### config.mk
export PLATFORM = sky130hd
export DESIGN_NAME = reg_dump_reader
export DESIGN_NICKNAME = d
export VERILOG_FILES = /design/src/rtl/cpu_pkg.sv /design/src/rtl/reg_dump_reader.sv
export SDC_FILE = /design/constraint.sdc
export NUM_CORES = 1
export LEC_CHECK = 0
export CORE_MARGIN = 3
export CORE_UTILIZATION = 46
export DETAILED_ROUTE_END_ITERATION = 8
export PLACE_DENSITY = 0.75
export SYNTH_ARGS = -nofsm -noshare
export SYNTH_HDL_FRONTEND = slang
export SYNTH_SLANG_ARGS = --single-unit
### constraint.sdc
create_clock -name clk -period 1.5 [get_ports clk]
set_input_delay 0.45 -clock clk [delete_from_list [all_inputs] [get_ports clk]]
set_output_delay 0.45 -clock clk [all_outputs]
set_load 0.03 [all_outputs]
### src/rtl/cpu_pkg.sv
// Shared core constants: register file geometry, dump framing
// and the register-dump reader state encoding.
package cpu_pkg;

    localparam int REG_ADDR_W = 4;
    localparam int REG_DATA_W = 8;
    localparam int NUM_REGS   = 16;

    localparam logic [REG_DATA_W-1:0] DUMP_HDR = 8'hA5;

    typedef enum logic [2:0] {
        IDLE  = 3'd0,
        HDR   = 3'd1,
        FETCH = 3'd2,
        DATA  = 3'd3,
        CSUM  = 3'd4
    } dump_state_t;

endpackage

### src/rtl/reg_dump_reader.sv
// Register file dump reader: walks the read port and streams
// header, NUM_REGS data bytes and an XOR checksum.
//
// Ports:
//   clk, rst_n         clock, async active-low reset
//   start              request a dump (sampled in IDLE)
//   rd_addr / rd_data  register file read port
//   out_data/out_valid/out_ready  byte stream
//   busy               frame in progress
//   done               1-cycle pulse after checksum accepted
module reg_dump_reader
    import cpu_pkg::*;
#(
    parameter int              NUM_REGS = cpu_pkg::NUM_REGS,
    parameter int              ADDR_W   = REG_ADDR_W,
    parameter int              DATA_W   = REG_DATA_W,
    parameter logic [DATA_W-1:0] HDR_BYTE = DUMP_HDR
) (
    input  logic              clk,
    input  logic              rst_n,
    input  logic              start,
    output logic [ADDR_W-1:0] rd_addr,
    input  logic [DATA_W-1:0] rd_data,
    output logic [DATA_W-1:0] out_data,
    output logic              out_valid,
    input  logic              out_ready,
    output logic              busy,
    output logic              done
);

    localparam logic [ADDR_W-1:0] LAST = ADDR_W'(NUM_REGS - 1);

    dump_state_t       state, state_n;
    logic [ADDR_W-1:0] idx, idx_n;
    logic [DATA_W-1:0] csum, csum_n;
    logic [DATA_W-1:0] data_n;
    logic              valid_n;
    logic              busy_n;
    logic              done_n;
    logic              xfer;

    assign xfer    = out_valid & out_ready;
    assign rd_addr = idx;

    always_ff @(posedge clk or negedge rst_n) begin
        if (!rst_n) begin
            state     <= IDLE;
            idx       <= '0;
            csum      <= '0;
            out_data  <= '0;
            out_valid <= 1'b0;
            busy      <= 1'b0;
            done      <= 1'b0;
        end else begin
            state     <= state_n;
            idx       <= idx_n;
            csum      <= csum_n;
            out_data  <= data_n;
            out_valid <= valid_n;
            busy      <= busy_n;
            done      <= done_n;
        end
    end

    always_comb begin
        state_n = state;
        idx_n   = idx;
        csum_n  = csum;
        data_n  = out_data;
        valid_n = out_valid;
        busy_n  = busy;
        done_n  = 1'b0;
        unique case (state)
            IDLE: begin
                if (start) begin
                    state_n = HDR;
                    data_n  = HDR_BYTE;
                    valid_n = 1'b1;
                    busy_n  = 1'b1;
                    idx_n   = '0;
                    csum_n  = '0;
                end
            end
            HDR: begin
                if (xfer) begin
                    state_n = FETCH;
                    valid_n = 1'b0;
                end
            end
            FETCH: begin
                data_n  = rd_data;
                valid_n = 1'b1;
                state_n = DATA;
            end
            DATA: begin
                if (xfer) begin
                    csum_n  = csum ^ out_data;
                    valid_n = 1'b0;
                    if (idx == LAST) begin
                        // idx wraps here so IDLE shows address 0
                        idx_n   = '0;
                        data_n  = csum ^ out_data;
                        valid_n = 1'b1;
                        state_n = CSUM;
                    end else begin
                        idx_n   = idx + 1'b1;
                        state_n = FETCH;
                    end
                end
            end
            CSUM: begin
                if (xfer) begin
                    state_n = IDLE;
                    valid_n = 1'b0;
                    busy_n  = 1'b0;
                    done_n  = 1'b1;
                end
            end
            default: begin
                state_n = IDLE;
                valid_n = 1'b0;
                busy_n  = 1'b0;
            end
        endcase
    end

endmodule

Word-level counts from Yosys, hierarchy flattened
Cells that the tools add are included.
{"block": "classes", "n_mux": 25, "div_mod_pow": 0, "shift": 0, "order_cmp": 0, "mul": 0, "bitwise": 3, "n_addsub": 1, "n_reduce_logical": 10, "n_eq_ne": 11}
{"op": "8-bit two-way mux", "n": 5}
{"op": "8-bit case mux with 3 select lines", "n": 1}
{"op": "8-bit case mux with 2 select lines", "n": 1}
{"op": "3-bit two-way mux", "n": 5}
{"op": "3-bit case mux with 5 select lines", "n": 1}
{"op": "4-bit two-way mux", "n": 3}
{"op": "2-bit inequality test (second input constant)", "n": 5}
{"op": "3-bit AND reduction", "n": 3}
{"op": "4-bit case mux with 2 select lines", "n": 1}
{"op": "4-bit AND reduction", "n": 2}
{"op": "8-bit bitwise XOR", "n": 1}
{"op": "3-bit by 2-bit == test with 1-bit output (second input constant)", "n": 2}
{"op": "1-bit two-way mux", "n": 6}
{"op": "4-bit by 1-bit adder with 4-bit output (second input constant)", "n": 1}
{"op": "4-bit == test (second input constant)", "n": 1}
{"op": "1-bit case mux with 4 select lines", "n": 1}
{"op": "3-bit by 1-bit == test with 1-bit output (second input constant)", "n": 1}
{"op": "3-bit == test (second input constant)", "n": 1}
{"op": "3-bit logical NOT", "n": 1}
{"op": "1-bit case mux with 3 select lines", "n": 1}
{"op": "3-bit nonzero test", "n": 1}
{"op": "3-bit OR reduction", "n": 1}
{"op": "2-bit by 1-bit inequality test with 1-bit output (second input constant)", "n": 1}
{"op": "2-bit nonzero test", "n": 1}
{"op": "3 further kinds", "n": 3}
{"block": "word_totals", "out_inout_bits": 15, "ram_bits": 0, "ff_bits": 26, "mem_count": 0, "wordCells": 57, "latch_bits": 0, "mem_bits_ro": 0}

Depth between registers and ports, before layout
{"block": "depth", "ltp_word": 4, "ltp_mapped": 5}

Least setup slack after synthesis
No wires, ideal clock.
{"block": "synth_timing", "path_kind": "reg2reg", "start": "reg idx[0], in the netlist rd_addr[0]", "end": "reg out_data[0]", "setup_ns": 0.126, "path_buffers": 0, "stages_incl_launch_ff": 5, "arrival_ns": 1.471, "path_slack_ns": -0.098, "synth_period_minus_slack_ns": 1.598, "t_required_ns": 1.374, "cell_sequence": "dfrtp_1 ha_1 and3_1 and2_1 o32a_1"}
{"block": "synth_between", "elab_chain_cells": 3}
{"item": "from (decl)", "line": "reg_dump_reader.sv:34", "source": "logic [ADDR_W-1:0] idx, idx_n;"}
{"item": "from (signal assigned)", "line": "reg_dump_reader.sv:56", "source": "idx <= idx_n;"}
{"item": "4-bit == test", "line": "reg_dump_reader.sv:99", "source": "if (idx == LAST) begin"}
{"item": "2-bit inequality test (no line)"}
{"item": "4-bit AND reduction (no line)"}
{"item": "to (signal assigned)", "line": "reg_dump_reader.sv:58", "source": "out_data <= data_n;"}
{"item": "to (decl)", "line": "reg_dump_reader.sv:24", "source": "output logic [DATA_W-1:0] out_data,"}
Every way passes these cells.
A chain may end at the register's enable or synchronous reset.

Final worst setup path
{"block": "layout_timing", "start": "reg state[0]", "end": "reg csum[4]"}
{"block": "layout_between", "elab_chain_cells": 3, "elab_cells_between_ends": 7}
{"item": "from (decl)", "line": "reg_dump_reader.sv:33", "source": "dump_state_t state, state_n;"}
{"item": "from (signal assigned)", "line": "reg_dump_reader.sv:55", "source": "state <= state_n;"}
{"item": "3-bit by 2-bit == test with 1-bit output / 3-bit logical NOT (equally long branches)", "line": "reg_dump_reader.sv:73", "source": "unique case (state)"}
{"item": "2-bit inequality test (no line) / 2-bit nonzero test (equally long branches)"}
{"item": "3-bit AND reduction (no line)"}
{"item": "to (signal assigned)", "line": "reg_dump_reader.sv:57", "source": "csum <= csum_n;"}
{"item": "to (decl)", "line": "reg_dump_reader.sv:35", "source": "logic [DATA_W-1:0] csum, csum_n;"}
Several ways; a longest one is shown, not always the timed one.

==> flow_summary.json <==
{
  "p_total_mw": 4.104,
  "drc": 0,
  "coreArea_um2": 2877,
  "slew_headroom": 0.7835,
  "period_minus_slack_ps": 1481,
  "synth_area_leader_cell": "dfrtp_1",
  "cts_hold_buf": 0,
  "max_freq_mhz": 675.1,
  "max_stage_delay_ps": 450,
  "slowest_stage": "or3b_4",
  "rsz0062_at_grt": "true",
  "worst_pin_slew_ps": 320.2,
  "wl_um": 3703,
  "fp.dieH_um": 62.03,
  "yosysUniqueCellTypes": 37,
  "first_global_vias": 1214,
  "leakagePower_nw": 0.7991,
  "cp_cell_sequence": "or3b_4, a21o_4, a211o_1",
  "dieArea_um2": 3847,
  "synth_ff_type": "dfrtp_1",
  "io_buffers": 26,
  "async_reset_ff_frac": 1.000,
  "synthTopCellsByArea": "dfrtp_1 (45%), a211o_1 (5.5%), nor4b_1 (5.5%), nor3b_1 (5.2%), xnor2_1 (4.9%)",
  "hold_class": "in2async",
  "slew_viol_final": 0,
  "grt_first_pass_wirelength_um": 5664,
  "syn_area_um2": 1444,
  "antenna_cells": 0,
  "crit_path_max_fanout": 5,
  "fin_tns_setup_ps": 0,
  "grt.overflow.total": 0,
  "drive_gt1_frac": 0.3109,
  "status": "finished, final reports clean",
  "final_hold_viol_count": 0,
  "worst_hold_slack_ps": 462.5,
  "ys_ff_latch": 26,
  "htreeDepth": 1,
  "cts.clk_slew.worst_paths_ps": 140,
  "globalplace.congestion": 0.7957,
  "synth.avg_cell_area_um2": 10.03,
  "clock_sinks": 26,
  "num_io_pins": 27,
  "dr_total_vias": 1358,
  "fp.dieW_um": 62.03,
  "final_common_cell": "buf_4",
  "drt_iter0_markers": 79,
  "maxCapViolations": 0,
  "clkLatencyLatePin_ps": 320,
  "mostFrequentLayoutCells": "buf_4 (31), dfrtp_1 (22), nor2_1 (11), a21oi_1 (11)",
  "nNetsFinal": 207,
  "yosys.area.top_type_share": 0.4506,
  "syn_to_final_growth_pct": 40.90,
  "cts_tree": "done",
  "rows": 19,
  "critPathKind": "reg2reg",
  "ir_worst_vdd_mv": 1.003,
  "setup-violations-final": 0,
  "yosys_warnings": 0,
  "fin_crit_sh": 0.9876,
  "synth_nets": 157,
  "dp_hpwl_um": 2432,
  "synth-edff-count": 0,
  "cts_root_buf": "clkbuf_4",
  "antenna_found_initial": 0,
  "crit_path_end_kind": "flip-flop",
  "syn-instance-count": 144,
  "first_pass_iters": 4,
  "power_density_nw_per_um2": 2017,
  "grt_usage": 0.2003,
  "grt_max_degree": 27,
  "start_util": 0.5020,
  "yosysSeqAreaShare": 0.4506,
  "worstPathRequired_ps": 1720,
  "worstPathArrival_ps": 1700,
  "ant_nets": 0,
  "fin_skew_ps": 0.8131,
  "startpoint_type": "flip-flop",
  "wl_per_cell_um": 15.76,
  "clockBufferDepth": 2,
  "final_util": 0.7073,
  "post_drt_via_cell_ratio": 5.779,
  "cts_buffers": 3
}
[worst max-delay path: cells and delay by family, from the launching register on]
kind             cells  cell delay (ps)
AO/OA/AOI/OAI        2              510
flip-flops           1              430
AND/OR/NAND/NOR      1              450
[sequential cells by signal, indices dropped and copies added (netlist names)]
name,flops
busy,1
csum,8
done,1
out_data,8
out_valid,1
rd_addr,4
state,3
[Yosys cell counts, types with 2 or more instances]
master	number
buf_1	2
o211ai_1	2
o31ai_1	2
o21ai_0	2
nand3_1	4
nand2_1	4
a21o_1	2
clkbuf_1	4
buf_2	2
inv_1	4
a32o_1	4
dfrtp_1	26
o32a_1	4
nor4_1	3
nor3b_1	10
nor4b_1	9
a211o_1	9
a21oi_1	12
xnor2_1	8
nor2_1	12
nor3_1	3
[through the flow]
step           cells  setup WS (ps)  instance area, um^2
6_report         235          18.64                 2034
5_1_grt          235         -21.74                 2034
3_3_place_gp     223         -559.5                 1858
4_1_cts          228          1.184                 1957
2_1_floorplan    144          9.713                 1449
3_5_place_dp     223         -616.4                 1858
[path summary, 6_finish.rpt]
path                            startpoint        end  slack [ps]  cells after the start
worst max-delay path              state[0]    csum[4]          20                      3
worst min-delay path                 rst_n   state[1]         460                      2
worst max register to register    state[0]    csum[4]          20                      3
worst min register to register   out_valid   state[0]         570                      1
max in group asynchronous            rst_n  out_valid         870                      2
min in group clk                 out_valid   state[0]         570                      1
[per-layer routing]
metal	track usage	part of all wire	up-vias	wire, um
li1	-	-	654	-
met1	0.2806	0.43	661	1594
met2	0.3151	0.51	41	1873
met3	0.02066	0.059	2	217
met4	0.08182	0.0049	0	18
met5	0	0	-	0
[what timing repair did]
item | CTS | global route
gates resized for setup | 15 | 10
buffers inserted | 0 | 7
endpoints found under the setup margin | 15 | 23
pin swaps | 9 | 8
cloned | 1 | 0
[cell families (layout without fill, tap and decap cells)]
logic type                 after synthesis  in the layout  share of synthesized area
xor gates and xnor gates                 8              8                    0.04853
and+or+nand+nor                         54             54                     0.2331
muxes                                    1              1                   0.006933
buffers and inverters                   13             61                    0.04072
AOI/OAI and AO/OA                       41             42                     0.2114
DFF                                     26             26                     0.4506
adders and majority gates                1              1                   0.008664
[area by class of cell]
class / instances / area, um^2
Clock buffer: 3 / 22.52
Clock inverter: 1 / 30.03
Fill cell: 232 / 842.1
Inverter: 4 / 15.01
Multi-Input combinational cell: 106 / 777.0
Sequential cell: 26 / 655.6
Tap cell: 42 / 52.55
Timing Repair Buffer: 53 / 481.7
[where the power goes]
part,switching (mW),internal (mW),total (mW)
logic,1.18,1.20,2.38
clock network,0.210,0.270,0.481
registers,0.288,0.951,1.24
Note: power is estimated with default switching activity, not from simulation.
